--- src/rtl/cpu_init_sequencer.sv ---
// Sweeps BTB, BHT and register-file init ports, then releases the core via start_switch.
// Optional INIT_SP_EN: presets register x2 with SP_INIT during the register sweep.
module cpu_init_sequencer #(
  parameter int          BTB_DEPTH    = 256,
  parameter int          BHT_DEPTH    = 256,
  parameter int          REG_COUNT    = 32,
  parameter int          HOLD_CYCLES  = 2,
  parameter logic [1:0]  BHT_INIT_VAL = 2'b01,
  parameter bit          AUTO_START   = 1'b0
`ifdef INIT_SP_EN
  , parameter logic [31:0] SP_INIT    = 32'h0000_03FC
`endif
) (
  input  logic        clk,
  input  logic        rst,
  input  logic        go,
  output logic [7:0]  btb_addr,
  output logic [39:0] btb_init,
  output logic [7:0]  bht_addr,
  output logic [1:0]  bht_init,
  output logic [4:0]  reg_addr,
  output logic [31:0] reg_init,
  output logic        rst_switch,
  output logic        start_switch,
  output logic        busy,
  output logic        done
);

  localparam logic [2:0] S_IDLE = 3'd0;
  localparam logic [2:0] S_BTB  = 3'd1;
  localparam logic [2:0] S_BHT  = 3'd2;
  localparam logic [2:0] S_REG  = 3'd3;
  localparam logic [2:0] S_DONE = 3'd4;

  localparam int HW = $clog2(HOLD_CYCLES + 1);
  localparam logic [HW-1:0] HOLD_LAST = HW'(HOLD_CYCLES - 1);
  localparam logic [7:0] BTB_LAST = 8'(BTB_DEPTH - 1);
  localparam logic [7:0] BHT_LAST = 8'(BHT_DEPTH - 1);
  localparam logic [7:0] REG_LAST = 8'(REG_COUNT - 1);

  logic [2:0]    state_reg, state_next;
  logic [7:0]    idx_reg, idx_next;
  logic [HW-1:0] hold_reg, hold_next;
  logic [7:0]    phase_last;
  logic [2:0]    phase_after;
  logic          sweeping_next;
  logic [31:0]   reg_value_next;

  always_comb begin
    phase_last  = BTB_LAST;
    phase_after = S_BHT;
    case (state_reg)
      S_BHT: begin
        phase_last  = BHT_LAST;
        phase_after = S_REG;
      end
      S_REG: begin
        phase_last  = REG_LAST;
        phase_after = S_DONE;
      end
      default: ;
    endcase
  end

  // go is only honoured in IDLE and DONE; during a sweep it has no effect.
  always_comb begin
    state_next = state_reg;
    idx_next   = idx_reg;
    hold_next  = hold_reg;
    case (state_reg)
      S_IDLE, S_DONE: begin
        if (go || (AUTO_START && state_reg == S_IDLE)) begin
          state_next = S_BTB;
          idx_next   = 8'd0;
          hold_next  = '0;
        end
      end
      S_BTB, S_BHT, S_REG: begin
        if (hold_reg == HOLD_LAST) begin
          hold_next = '0;
          if (idx_reg == phase_last) begin
            idx_next   = 8'd0;
            state_next = phase_after;
          end else begin
            idx_next = idx_reg + 8'd1;
          end
        end else begin
          hold_next = hold_reg + 1'b1;
        end
      end
      default: begin
        state_next = S_IDLE;
        idx_next   = 8'd0;
        hold_next  = '0;
      end
    endcase
  end

  assign sweeping_next = (state_next == S_BTB) || (state_next == S_BHT) || (state_next == S_REG);

`ifdef INIT_SP_EN
  assign reg_value_next = (state_next == S_REG && idx_next == 8'd2) ? SP_INIT : 32'd0;
`else
  assign reg_value_next = 32'd0;
`endif

  always_ff @(posedge clk or negedge rst) begin
    if (!rst) begin
      state_reg <= S_IDLE;
      idx_reg   <= 8'd0;
      hold_reg  <= '0;
    end else begin
      state_reg <= state_next;
      idx_reg   <= idx_next;
      hold_reg  <= hold_next;
    end
  end

  // Outputs are registered from next-state values so they line up with the state they describe.
  always_ff @(posedge clk or negedge rst) begin
    if (!rst) begin
      btb_addr     <= 8'd0;
      btb_init     <= 40'd0;
      bht_addr     <= 8'd0;
      bht_init     <= BHT_INIT_VAL;
      reg_addr     <= 5'd0;
      reg_init     <= 32'd0;
      rst_switch   <= 1'b0;
      start_switch <= 1'b0;
      busy         <= 1'b0;
      done         <= 1'b0;
    end else begin
      btb_addr     <= (state_next == S_BTB) ? idx_next : 8'd0;
      btb_init     <= 40'd0;
      bht_addr     <= (state_next == S_BHT) ? idx_next : 8'd0;
      bht_init     <= BHT_INIT_VAL;
      reg_addr     <= (state_next == S_REG) ? idx_next[4:0] : 5'd0;
      reg_init     <= reg_value_next;
      rst_switch   <= sweeping_next;
      start_switch <= (state_next == S_DONE);
      busy         <= sweeping_next;
      done         <= (state_next == S_DONE);
    end
  end

endmodule
--- config.mk ---
export PLATFORM = sky130hd
export DESIGN_NAME = cpu_init_sequencer
export DESIGN_NICKNAME = d
export VERILOG_FILES = /design/src/rtl/cpu_init_sequencer.sv
export SDC_FILE = /design/constraint.sdc
export NUM_CORES = 1
export LEC_CHECK = 0
export CORE_ASPECT_RATIO = 0.7
export CORE_MARGIN = 4
export CORE_UTILIZATION = 41
export DETAILED_ROUTE_END_ITERATION = 10
export GPL_ROUTABILITY_DRIVEN = 0
export PLACE_DENSITY_LB_ADDON = 0.05
export SLEW_MARGIN = 20
export SYNTH_ARGS = -nofsm -noshare
export SYNTH_HDL_FRONTEND = slang
export SYNTH_SLANG_ARGS = --single-unit
--- constraint.sdc ---
create_clock -name clk -period 2.55 [get_ports clk]
set_clock_uncertainty 0.2 [all_clocks]
set_input_delay 0.51 -clock clk [delete_from_list [all_inputs] [get_ports clk]]
set_output_delay 0.51 -clock clk [all_outputs]
set_load 0.02 [all_outputs]
=== Word-level counts from Yosys, hierarchy flattened ===
Cells that the tools add are included.

* Shift-type cells: 0
* Divide/modulo/power cells: 0
* Equality and inequality tests: 11
* Add/subtract/negate cells: 2
* Multipliers: 0
* $lt $le $gt $ge: 0
* Reduce and logical (&&, ||, !) cells: 5
* Mux-type cells: 16
* Bitwise gates (word level): 0

{| class="wikitable"
|+ Operators by type and width
! operator !! count
|-
| 8-bit two-way mux || 6
|-
| 8-bit one-hot mux with 2 select lines || 1
|-
| 3-bit by 2-bit == test with 1-bit output, second input constant || 4
|-
| 3-bit one-hot mux with 2 select lines || 2
|-
| 3-bit two-way mux || 3
|-
| 8-bit by 1-bit adder with 8-bit output, second input constant || 1
|-
| 8-bit == test || 1
|-
| 3-bit by 1-bit == test with 1-bit output, second input constant || 2
|-
| 3-bit == test, second input constant || 2
|-
| 5-bit two-way mux || 1
|-
| 2-bit two-way mux || 2
|-
| 2-bit one-hot mux with 2 select lines || 1
|-
| 3-bit logical NOT || 1
|-
| 3-bit OR reduction || 1
|-
| 2-bit by 1-bit adder with 2-bit output, second input constant || 1
|-
| 2-bit by 1-bit == test with 1-bit output, second input constant || 1
|-
| 1-bit logical OR || 2
|-
| 2-bit != test, second input constant || 1
|-
| 2-bit OR reduction || 1
|}

* Input port bits: 3
* Output and inout port bits: 99
* Latch bits: 0
* Memories: 0
* Word-level logic and storage cells: 42
* Register bits after elaboration: 36
* Bits in writable memories: 0
* Memory bits (read-only): 0

=== Depth between registers and ports, before layout ===
* Word-level depth: 9
* Depth in mapped cells: 7
* Depth with buffers taken out: 6

=== Least setup slack after synthesis ===
OpenSTA, ideal clock, no wires.

* Kind: register -> register
* Start: register idx_reg[5]
* End: register bht_addr[4]
* Cell stages (with the launch flop): 6
* Arrival: 1.902 ns
* Path buffers: 0
* Path slack: 0.378 ns
* Data required time: 2.280 ns
* Clock period less this slack: 2.172 ns
* Cells stage by stage: dfrtp_1 or3_1 mux2_4 or4_4 a21o_4 nor2_2

* Longest elaborated chain between the ends: 6
* Elaborated cells between the ends (all ways): 9
* Those cells by class: eq/ne (2); mux (7)

{| class="wikitable"
|+ RTL lines
! element !! line !! RTL
|-
| start, declared || 42 || <nowiki>logic [7:0] idx_reg, idx_next;</nowiki>
|-
| start signal, assigned || 114 || <nowiki>idx_reg <= idx_next;</nowiki>
|-
| 8-bit == test * || 81 || <nowiki>if (idx_reg == phase_last) begin</nowiki>
|-
| 3-bit two-way mux || 81 ||
|-
| 3-bit two-way mux || 79 || <nowiki>if (hold_reg == HOLD_LAST) begin</nowiki>
|-
| 3-bit one-hot mux with 2 select lines || 70 || <nowiki>case (state_reg)</nowiki>
|-
| 3-bit by 2-bit == test with 1-bit output || 135 || <nowiki>bht_addr <= (state_next == S_BHT) ? idx_next : 8'd0;</nowiki>
|-
| 8-bit two-way mux * || 135 ||
|-
| end signal, assigned || 135 ||
|-
| end, declared || 19 || <nowiki>output logic [7:0] bht_addr,</nowiki>
|}

Every way passes the cells marked *; elsewhere a longest branch is shown, timed or not.
A chain may end at the register's enable or synchronous reset.

=== Worst setup path in the final report ===
Same ends and word-level chain as after synthesis.

==> impl_metrics.yaml <==
status:
  outcome: "finished, final reports clean"
synthesis:
  synth_seq_cells: 36
  synth-main-ff-cell: "dfrtp_1"
  synth_cell_types: 41
  synth_xor_area_share_pct: 0
  synth_edf_count: 0
  syn_area_mm2: 0.00213
  synthAdderAreaFrac_pct: 0.588
  seq_area_frac_synth_pct: 42.4
  synth_compound_area_share_pct: 11.9
  synth_area_per_cell_um2: 9.37
  synth_mux_area_share_pct: 1.18
  yosysWarnings: 0
  yosys.area_share.simple_pct: 13.5
  postSynthCellCount: 227
  synth_top_family_by_area: "buffers and inverters"
  synthArstFlopShare_pct: 100
grt:
  grt_overflow: 0
  grt_pass1_vias: 1201
  track_usage_pct: 12.5
  grt_start_max_net_pins: 37
  grt_pass1_wl_um: 6040
  antenna_found_initial: 0
timing:
  rsz0062_at_grt: "no"
  post-route-period-util_pct: 89.6
  hold_violations: 0
  slew_viol_final: 0
  finalSetupViolations: 0
  fmax_mhz: 438
  setup_tns_ns: 0
  period_minus_slack_ns: 2.28
  whs_ns: 0.314
clocking:
  clk_latency_ns: 0.28
  post_cts_buffers: 0
  htreeDepth: 2
  numCtsBuffers: 5
  clock_sinks: 36
  clk_pin_slew_ns: 0.07
  tritoncts: "done"
  root_buffer: "clkbuf_8"
  cts.path.max_buffers: 2
  cts_hold_buf: 0
  cts_resized: 0
critical_path:
  end_kind: "flip-flop"
  startpoint_type: "flip-flop"
  crit_type: "flip-flop to flip-flop"
  crit_fanout: 8
  worstPathArrival_ns: 2.30
  crit_start: "idx_reg[5]"
  r2r_start: "idx_reg[5]"
  crit_slowest_cell: "or4_4"
  cp.required_ns: 2.57
  path_cells: "or3_1 -> mux2_4 -> or4_4 -> a21o_4 -> nor2_2"
  slowest_delay_ns: 0.49
power:
  power.total_mw: 1.62
  ir_drop_mv: 0.505
  p_leak_nw: 1.20
  p_per_area_mw_per_mm2: 691
cells_and_area:
  syn_to_final_growth_pct: 10.3
  fillers: 493
  insertedDiodeCount: 0
  layout.nets: 267
  final_cell_mix: "conb_1, dfrtp_1, clkdlybuf4s50_1"
  drive_gt1_share_pct: 10.2
  layout_commonest_cell: "conb_1"
floorplan:
  die_y_um: 68.3
  rows: 21
  dieWidth_um: 94.1
  io_pins: 102
  start_util_pct: 43.5
  dieArea_mm2: 0.00642
  coreArea_mm2: 0.00489
flow_run:
  max_cap_viol_count: 0
drt:
  drtIter0Drc: 85
  antenna_left: 0
  post-route-drc-count: 0
  routedWlPerCell_um: 12.1
  wl_um: 4020
  vias_per_cell: 4.12
  num_vias: 1372
  dr.pass1.iters: 4
placed_design:
  dp_hpwl_um: 2920
  numPortBuffers: 27
min_path:
  hold_path_class: "flip-flop to flip-flop"
  min_from: "hold_reg[1]"
cell usage after synthesis (2+ instances only):
cell type / n / area [µm²]
nor2_1: 23 / 86.3
o31ai_1: 4 / 30.0
nand2_1: 10 / 37.5
dfrtp_1: 36 / 901
a21oi_1: 7 / 35.0
inv_1: 9 / 33.8
nor3b_1: 2 / 15.0
a31oi_1: 3 / 18.8
nor3_1: 3 / 15.0
a21o_1: 2 / 15.0
clkbuf_1: 2 / 7.51
o21a_1: 3 / 22.5
o21bai_1: 2 / 15.0
conb_1: 2 / 7.51
o21ai_0: 8 / 40.0
nand3_1: 4 / 20.0
nor2b_1: 2 / 12.5
nor2_2: 3 / 18.8
a2111oi_0: 2 / 17.5
buf_4: 79 / 593
path summary, 6_finish.rpt:
check | to | slack (ns) | cells past startpoint
max | bht_addr[4] | 0.27 | 5
min | hold_reg[1] | 0.31 | 1
min reg2reg | hold_reg[1] | 0.31 | 1
max reg2reg | bht_addr[4] | 0.27 | 5
max in group asynchronous | btb_addr[6] | 1.38 | 2
min in group asynchronous | done | 0.44 | 2
logic make-up after synthesis:
logic type      count (synthesis)
fa+ha+maj                       1
compound gates                 37
mux                             2
simple gates                   58
buf+inv                        91
flops                          36
other cells                     2
power by group:
group	switching (mW)	internal, mW
clock	0.197	0.290
combinational	0.305	0.143
sequential	0.0487	0.639
cell type report:
class / instances / area, µm² / share of cell area (%)
clock inverters: 2 / 35.0 / 1.49
inverters: 9 / 33.8 / 1.44
well taps: 69 / 86.3 / 3.68
multi-input cells: 172 / 857 / 36.5
clock buffers: 6 / 72.6 / 3.09
flip-flops and latches: 36 / 901 / 38.4
repair buffers: 39 / 360 / 15.4
metrics by stage:
step / setup slack (ns) / utilization, % / std cells / instance area, µm²
floorplan: 0.378 / - / 299 / 2400
finish: 0.266 / 48.0 / 333 / 2350
global placement: 0.307 / 45.8 / 325 / 2240
global route: 0.126 / 48.0 / 333 / 2350
CTS: 0.269 / 48.0 / 333 / 2350
detailed placement: 0.289 / 45.8 / 325 / 2240
per-layer routing:
layer  global-route usage [%]  vias to the layer above  routed length (µm)
met5                        0                        -                   0
met4                     3.78                        0                  30
met3                     4.51                        5                 351
met2                     16.5                       54                1690
met1                     18.8                      638                1950
li1                         -                      675                   -
worst max-delay path: cells and delay by family (launching register included):
kind / cells / cell delay (ns)
and+or+nand+nor: 3 / 1.01
DFF: 1 / 0.45
muxes: 1 / 0.30
AOI/OAI and AO/OA: 1 / 0.27
Note: power is estimated with default switching activity, not from simulation.
